$ cat config.mk
export PLATFORM = sky130hd
export DESIGN_NAME = hook_draw_scheduler
export DESIGN_NICKNAME = d
export VERILOG_FILES = /design/src/rtl/hook_draw_scheduler.sv
export SDC_FILE = /design/constraint.sdc
export NUM_CORES = 1
export LEC_CHECK = 0
export ABC_CLOCK_PERIOD_IN_PS = 2340
export BUFFER_PORTS_ARGS = -buffer_cell sky130_fd_sc_hd__buf_2
export CORE_ASPECT_RATIO = 0.9
export CORE_MARGIN = 5
export CORE_UTILIZATION = 30
export CTS_CLUSTER_SIZE = 28
export DETAILED_ROUTE_END_ITERATION = 8
export PLACE_DENSITY = 0.56
export REMOVE_ABC_BUFFERS = 1
export SLEW_MARGIN = 5
export SYNTH_ARGS = -nofsm -noshare
export SYNTH_HDL_FRONTEND = slang
export SYNTH_SLANG_ARGS = --single-unit
export TNS_END_PERCENT = 50
$ cat constraint.sdc
create_clock -name clock -period 2.34 [get_ports clock]
set_input_delay 0.234 -clock clock [delete_from_list [all_inputs] [get_ports clock]]
set_output_delay 0.234 -clock clock [all_outputs]
set_load 0.05 [all_outputs]
$ cat src/rtl/hook_draw_scheduler.sv
// Per-frame sequencer sharing one framebuffer write port between two hook renderers.
// Runs hook 1 then (optionally) hook 2, with a per-stage watchdog.
module hook_draw_scheduler #(
  parameter int TIMEOUT_CYCLES = 1024,
  parameter int CW             = 11
) (
  input  logic        clock,
  input  logic        reset,
  input  logic        frame_start,
  input  logic        p2_active,
  output logic        h1_enable,
  input  logic [8:0]  h1_x,
  input  logic [7:0]  h1_y,
  input  logic [11:0] h1_color,
  input  logic        h1_we,
  input  logic        h1_done,
  output logic        h2_enable,
  input  logic [8:0]  h2_x,
  input  logic [7:0]  h2_y,
  input  logic [11:0] h2_color,
  input  logic        h2_we,
  input  logic        h2_done,
  output logic [8:0]  vga_x,
  output logic [7:0]  vga_y,
  output logic [11:0] vga_color,
  output logic        vga_we,
  output logic        busy,
  output logic        frame_done,
  output logic        timeout_err
);

  typedef enum logic [2:0] {
    S_IDLE,
    S_START1,
    S_WAIT1,
    S_START2,
    S_WAIT2,
    S_DONE
  } state_t;

  localparam logic [CW-1:0] WD_MAX = CW'(TIMEOUT_CYCLES - 1);

  state_t        state_q, state_d;
  logic          pending_q, pending_d;
  logic          p2_latched_q, p2_latched_d;
  logic [CW-1:0] wd_q, wd_d;
  logic          busy_q, busy_d;
  logic          terr_q, terr_d;
  logic          h1_en_q, h1_en_d;
  logic          h2_en_q, h2_en_d;
  logic          fdone_q, fdone_d;
  logic [8:0]    vx_q, vx_d;
  logic [7:0]    vy_q, vy_d;
  logic [11:0]   vc_q, vc_d;
  logic          vwe_q, vwe_d;

  // Next-state, watchdog, handshake pulses and pixel mux
  always_comb begin
    state_d      = state_q;
    pending_d    = pending_q;
    p2_latched_d = p2_latched_q;
    wd_d         = wd_q;
    busy_d       = busy_q;
    terr_d       = terr_q;
    h1_en_d      = 1'b0;
    h2_en_d      = 1'b0;
    fdone_d      = 1'b0;
    vx_d         = vx_q;
    vy_d         = vy_q;
    vc_d         = vc_q;
    vwe_d        = 1'b0;

    // ticks arriving mid-frame collapse into a single queued frame
    if (frame_start && (state_q != S_IDLE))
      pending_d = 1'b1;

    unique case (state_q)
      S_IDLE: begin
        if (frame_start || pending_q) begin
          state_d      = S_START1;
          p2_latched_d = p2_active;
          pending_d    = 1'b0;
          busy_d       = 1'b1;
          h1_en_d      = 1'b1;
        end
      end

      S_START1: begin
        wd_d    = '0;
        state_d = S_WAIT1;
      end

      S_WAIT1: begin
        vx_d  = h1_x;
        vy_d  = h1_y;
        vc_d  = h1_color;
        vwe_d = h1_we;
        if (h1_done || (wd_q == WD_MAX)) begin
          if (!h1_done)
            terr_d = 1'b1;
          if (p2_latched_q) begin
            state_d = S_START2;
            h2_en_d = 1'b1;
          end else begin
            state_d = S_DONE;
          end
        end else begin
          wd_d = wd_q + 1'b1;
        end
      end

      S_START2: begin
        wd_d    = '0;
        state_d = S_WAIT2;
      end

      S_WAIT2: begin
        vx_d  = h2_x;
        vy_d  = h2_y;
        vc_d  = h2_color;
        vwe_d = h2_we;
        if (h2_done || (wd_q == WD_MAX)) begin
          if (!h2_done)
            terr_d = 1'b1;
          state_d = S_DONE;
        end else begin
          wd_d = wd_q + 1'b1;
        end
      end

      S_DONE: begin
        fdone_d = 1'b1;
        busy_d  = 1'b0;
        state_d = S_IDLE;
      end

      default: begin
        state_d = S_IDLE;
      end
    endcase
  end

  // State and output registers with synchronous reset
  always_ff @(posedge clock) begin
    if (reset) begin
      state_q      <= S_IDLE;
      pending_q    <= 1'b0;
      p2_latched_q <= 1'b0;
      wd_q         <= '0;
      busy_q       <= 1'b0;
      terr_q       <= 1'b0;
      h1_en_q      <= 1'b0;
      h2_en_q      <= 1'b0;
      fdone_q      <= 1'b0;
      vx_q         <= '0;
      vy_q         <= '0;
      vc_q         <= '0;
      vwe_q        <= 1'b0;
    end else begin
      state_q      <= state_d;
      pending_q    <= pending_d;
      p2_latched_q <= p2_latched_d;
      wd_q         <= wd_d;
      busy_q       <= busy_d;
      terr_q       <= terr_d;
      h1_en_q      <= h1_en_d;
      h2_en_q      <= h2_en_d;
      fdone_q      <= fdone_d;
      vx_q         <= vx_d;
      vy_q         <= vy_d;
      vc_q         <= vc_d;
      vwe_q        <= vwe_d;
    end
  end

  assign h1_enable   = h1_en_q;
  assign h2_enable   = h2_en_q;
  assign vga_x       = vx_q;
  assign vga_y       = vy_q;
  assign vga_color   = vc_q;
  assign vga_we      = vwe_q;
  assign busy        = busy_q;
  assign frame_done  = fdone_q;
  assign timeout_err = terr_q;

endmodule

# [Yosys cells after proc, flatten, opt, wreduce, memory -nomap -nowiden]
# Index checks and enable logic that the tools add are counted.
[totals] register_bits=51 latch_bits=0 ramBits=0 rom_bits=0 in_bits=66 out_inout_bits=35 word_cells=72 memories=0
[op_classes] add_sub_neg=1 n_mul=0 div=0 n_lt_le_gt_ge=0 n_eq_ne=13 n_shift=0 muxes=25 bitwise=3 reduce_logical=17
[op_table] cell="11-bit case mux with 3 select lines" n=1
[op_table] cell="12-bit case mux with 2 select lines" n=1
[op_table] cell="11-bit two-way mux" n=2
[op_table] cell="9-bit case mux with 2 select lines" n=1
[op_table] cell="8-bit case mux with 2 select lines" n=1
[op_table] cell="3-bit case mux with 5 select lines" n=1
[op_table] cell="2-bit inequality test (second input constant)" n=7
[op_table] cell="3-bit two-way mux" n=4
[op_table] cell="11-bit by 1-bit adder with 11-bit output (second input constant)" n=1
[op_table] cell="11-bit by 10-bit == test with 1-bit output (second input constant)" n=1
[op_table] cell="1-bit two-way mux" n=11
[op_table] cell="3-bit by 2-bit == test with 1-bit output (second input constant)" n=2
[op_table] cell="3-bit == test (second input constant)" n=2
[op_table] cell="1-bit case mux with 2 select lines" n=3
[op_table] cell="3-bit AND reduction" n=2
[op_table] cell="3-bit nonzero test" n=2
[op_table] cell="5-bit AND reduction" n=1
[op_table] cell="2-bit AND reduction" n=2
[op_table] cell="2-bit nonzero test" n=2
[op_table] cell="2-bit OR reduction" n=2
[op_table] cell="3-bit by 1-bit == test with 1-bit output (second input constant)" n=1
[op_table] cell="3-bit zero test" n=1
[op_table] cell="1-bit logical OR" n=3
[op_table] cell="1-bit NOT" n=3
[op_table] cell="other kinds (2)" n=2

# [Depth between registers and ports, before layout]
[depth] depth_word=5 ltp_mapped=8 depth_no_buf=6

# [Worst setup path after synthesis]
# Ideal clock, no wire load.
[synth_timing] path_kind="register to register" start="register wd_q[0]" end="register wd_q[7]" setup_time_ns=0.059 arrival_time_ns=1.780 required_ns=2.281 setup_slack_ns=0.500 stages_incl_launch_ff=8 path_buffers=1 synth_period_minus_slack_ns=1.840 path_cell_list="dfxtp_1 > ha_1 > and3_1 > buf_2 > a31oi_4 > o221ai_2 > or4_1 > nand2_1"
[synth_via] elab_chain_len=4 word_cells_on_any_way=10 classes_between="1 x add/sub; 3 x eq/ne; 3 x mux; 3 x reduce/logical"
[synth_lines] item="start: declaration" line="46" text="logic [CW-1:0] wd_q, wd_d;"
[synth_lines] item="start signal: assignment" line="163" text="wd_q <= wd_d;"
[synth_lines] item="parallel branches: the longest is 4 deep, another holds 11-bit by 1-bit adder with 11-bit output"
# Parallel ways; which one is timed is not known. The select of a mux whose other input is x is not followed.
# A chain may end at the register's enable or synchronous reset.

# [Worst setup path in the final report]
# Same ends and word-level chain as after synthesis.

==> run_results.csv <==
group,metric,value,unit
clocking,tritoncts,"built",
detailed_routing,first_iter_violations,115,
die,rows,30,
sta,slew_headroom,63.7,%
sta,setup_viol,0,
sta,period_minus_slack,2030,ps
sta,fin_skew,1.86,ps
finish,drive_gt1_share,31.7,%
flow_run,maxCapViolCount,0,
clocking,post_cts_resized,0,
detailed_routing,wl,7050,µm
die,die_x,104,µm
die,die-area,0.00977,mm²
die,pin_count,101,
clocking,clk_latency,300,ps
worst_setup_path,worstPathArrival,2280,ps
place,portBuffers,100,
synthesis,ys_seq_area_share,43.1,%
die,core,0.00762,mm²
power,ir_drop,0.000263,V
synthesis,synth_enable_flop_cells,0,
global_route,grt_pass1_vias,2317,
synthesis,netlist_instances,299,
worst_setup_path,crit_slowest_cell,"or4_1",
global_route,grt_usage,13.8,%
die,initial_core_util,31.1,%
clocking,numCtsBuffers,5,
place,routabilityCongestion,0.805,
finish,fin_util,40.3,%
finish,finalNetCount,457,
global_route,grt_max_degree,52,
min_path,min-delay-path-class,"in -> reg",
place,dpl_cell_area,0.00296,mm²
power,p_per_area,740,mW/mm²
sta,slew_violations,0,
synthesis,synth_area_leader_cell,"dfxtp_1",
clocking,cts_sinks,51,
sta,finalCritPeriodShare,86.6,%
detailed_routing,first_pass_iters,4,
synthesis,synth.ff_latch_count,51,
clocking,cts-root-buf,"clkbuf_8",
synthesis,synth-main-ff-cell,"dfxtp_1",
sta,worstMarginPinSlew,545,ps
worst_setup_path,critPathRequiredTime,2590,ps
synthesis,ys_warn_count,0,
finish,area_delta_synth_final,29.8,%
outcome,outcome,"complete, no violations",
synthesis,yosys-top-cells-area,"dfxtp_1 (43%), nand2_1 (11%), a311oi_1 (10%), nor2_1 (5.9%), clkbuf_1 (3.0%)",
worst_setup_path,critPathCaptureType,"flip-flop",
synthesis,netlist.area_leader.share,43.1,%
synthesis,synth_area,0.00237,mm²
sta,rsz0062_at_grt,"no",
worst_setup_path,crit_type,"reg -> reg",
clocking,holdBufCountCts,0,
sta,hold_ws,157,ps
synthesis,synth_cell_types,40,
place,hpwlAfterDp,5050,µm
clocking,htree_levels,2,
detailed_routing,vias,2441,
synthesis,yosysMostFrequentCell,"nand2_1",
sta,hold_violations,0,
clocking,post_cts_buffers,0,
finish,insertedDiodeCount,0,
power,power_leakage,1.29,nW
detailed_routing,drc,0,
detailed_routing,post_drt_wl_per_cell,14.5,µm
worst_setup_path,crit_fanout,8,
clocking,clkTransAtPathRegs,90,ps
place,place_ws,340,ps
finish,multi_input_area,0.00124,mm²
global_route,antenna_found_initial,0,
clocking,clockBufferDepth,2,
worst_setup_path,crit_chain,"ha_1 > and3_1 > a31oi_2 > o221ai_2 > or4_1 > nand2_1",
finish,fin_area,0.00307,mm²
worst_setup_path,start_kind,"flip-flop",
synthesis,ys_top_cells_by_count,"nand2_1 (67), dfxtp_1 (51), nor2_1 (37)",
global_route,grt_pass1_wl,11300,µm
synthesis,syn_avg_cell_area,7.92,µm²
sta,worst_slack,314,ps
die,fp.dieH,94.3,µm
synthesis,async_flop_share,0,%
finish,nFillCells,816,
worst_setup_path,crit_path_max_incr_delay,540,ps
detailed_routing,vias_per_cell,5.01,
detailed_routing,antenna_left,0,
finish,ff_latch_area,0.00102,mm²
sta,max_freq,494,MHz
global_route,grt_overflow_total,0,
==> final cells by class <==
class / instances / area share [%]
repair buffers: 109 / 18.5
flip-flops and latches: 51 / 33.2
multi-input cells: 221 / 40.3
well taps: 96 / 3.91
clock inverters: 2 / 1.14
clock buffers: 6 / 2.69
inverters: 2 / 0.244
==> stage by stage <==
stage,power [mW],cells,setup TNS (ps)
4_1_cts,2.31,487,0
3_3_place_gp,1.65,479,0
6_report,2.27,487,0
5_1_grt,2.40,487,0
3_5_place_dp,1.65,479,0
2_1_floorplan,1.43,274,-3160
==> cells in the final DEF, fill, tap and decap left out, types with 3 or more instances in the layout <==
cell type  instances
buf_2            100
nand2_1           67
dfxtp_1           51
nor2_1            37
a311oi_1          28
o21ai_0           12
a21oi_1           12
buf_4              9
nand2b_1           8
nor2b_1            7
nor3_1             7
clkbuf_8           6
o21bai_1           4
nand3_1            4
and3_1             3
a22oi_1            3
==> worst max-delay path: cells and delay by family, from the launching register on <==
kind	cells	cell delay, ps
adders and majority gates	1	230
AOI/OAI and AO/OA	2	510
DFF	1	340
and+or+nand+nor	3	900
==> sequential cells by signal (all words and copies together), names as in the netlist <==
register	cells
vga_color	12
wd_q	11
vga_x	9
vga_y	8
state_q	3
busy	1
frame_done	1
h1_enable	1
h2_enable	1
p2_latched_q	1
pending_q	1
timeout_err	1
vga_we	1
==> where the power goes <==
group | switching [mW] | internal, mW | total [mW]
registers | 0.0493 | 0.941 | 0.991
clock network | 0.295 | 0.346 | 0.642
logic | 0.443 | 0.200 | 0.643
==> layer usage <==
| metal | part of all wire, % | GRT usage (%) | vias up |
|---|---|---|---|
| li1 | - | - | 1234 |
| met1 | 44 | 17.3 | 1135 |
| met2 | 50 | 23.6 | 63 |
| met3 | 5.2 | 3.30 | 9 |
| met4 | 1.0 | 3.93 | 0 |
| met5 | 0 | 0 | - |
==> logic make-up (layout without fill, tap and decap cells) <==
| group | Yosys count | after routing | share of synthesized area [%] |
|---|---|---|---|
| compound gates | 71 | 71 | 22.7 |
| xor+xnor | 1 | 1 | 0.370 |
| simple gates | 148 | 148 | 28.6 |
| buf+inv | 27 | 119 | 4.65 |
| flops | 51 | 51 | 43.1 |
| fa+ha+maj | 1 | 1 | 0.528 |
==> path summary, 6_finish.rpt <==
kind	start	end	slack, ps	depth (start not counted)
worst max-delay path	wd_q[0]	wd_q[7]	310	6
worst min-delay path	p2_active	p2_latched_q	160	3
worst max register to register	wd_q[0]	wd_q[7]	310	6
worst min register to register	vga_x[7]	vga_x[7]	470	2
Power figures use the tool's default switching activity.
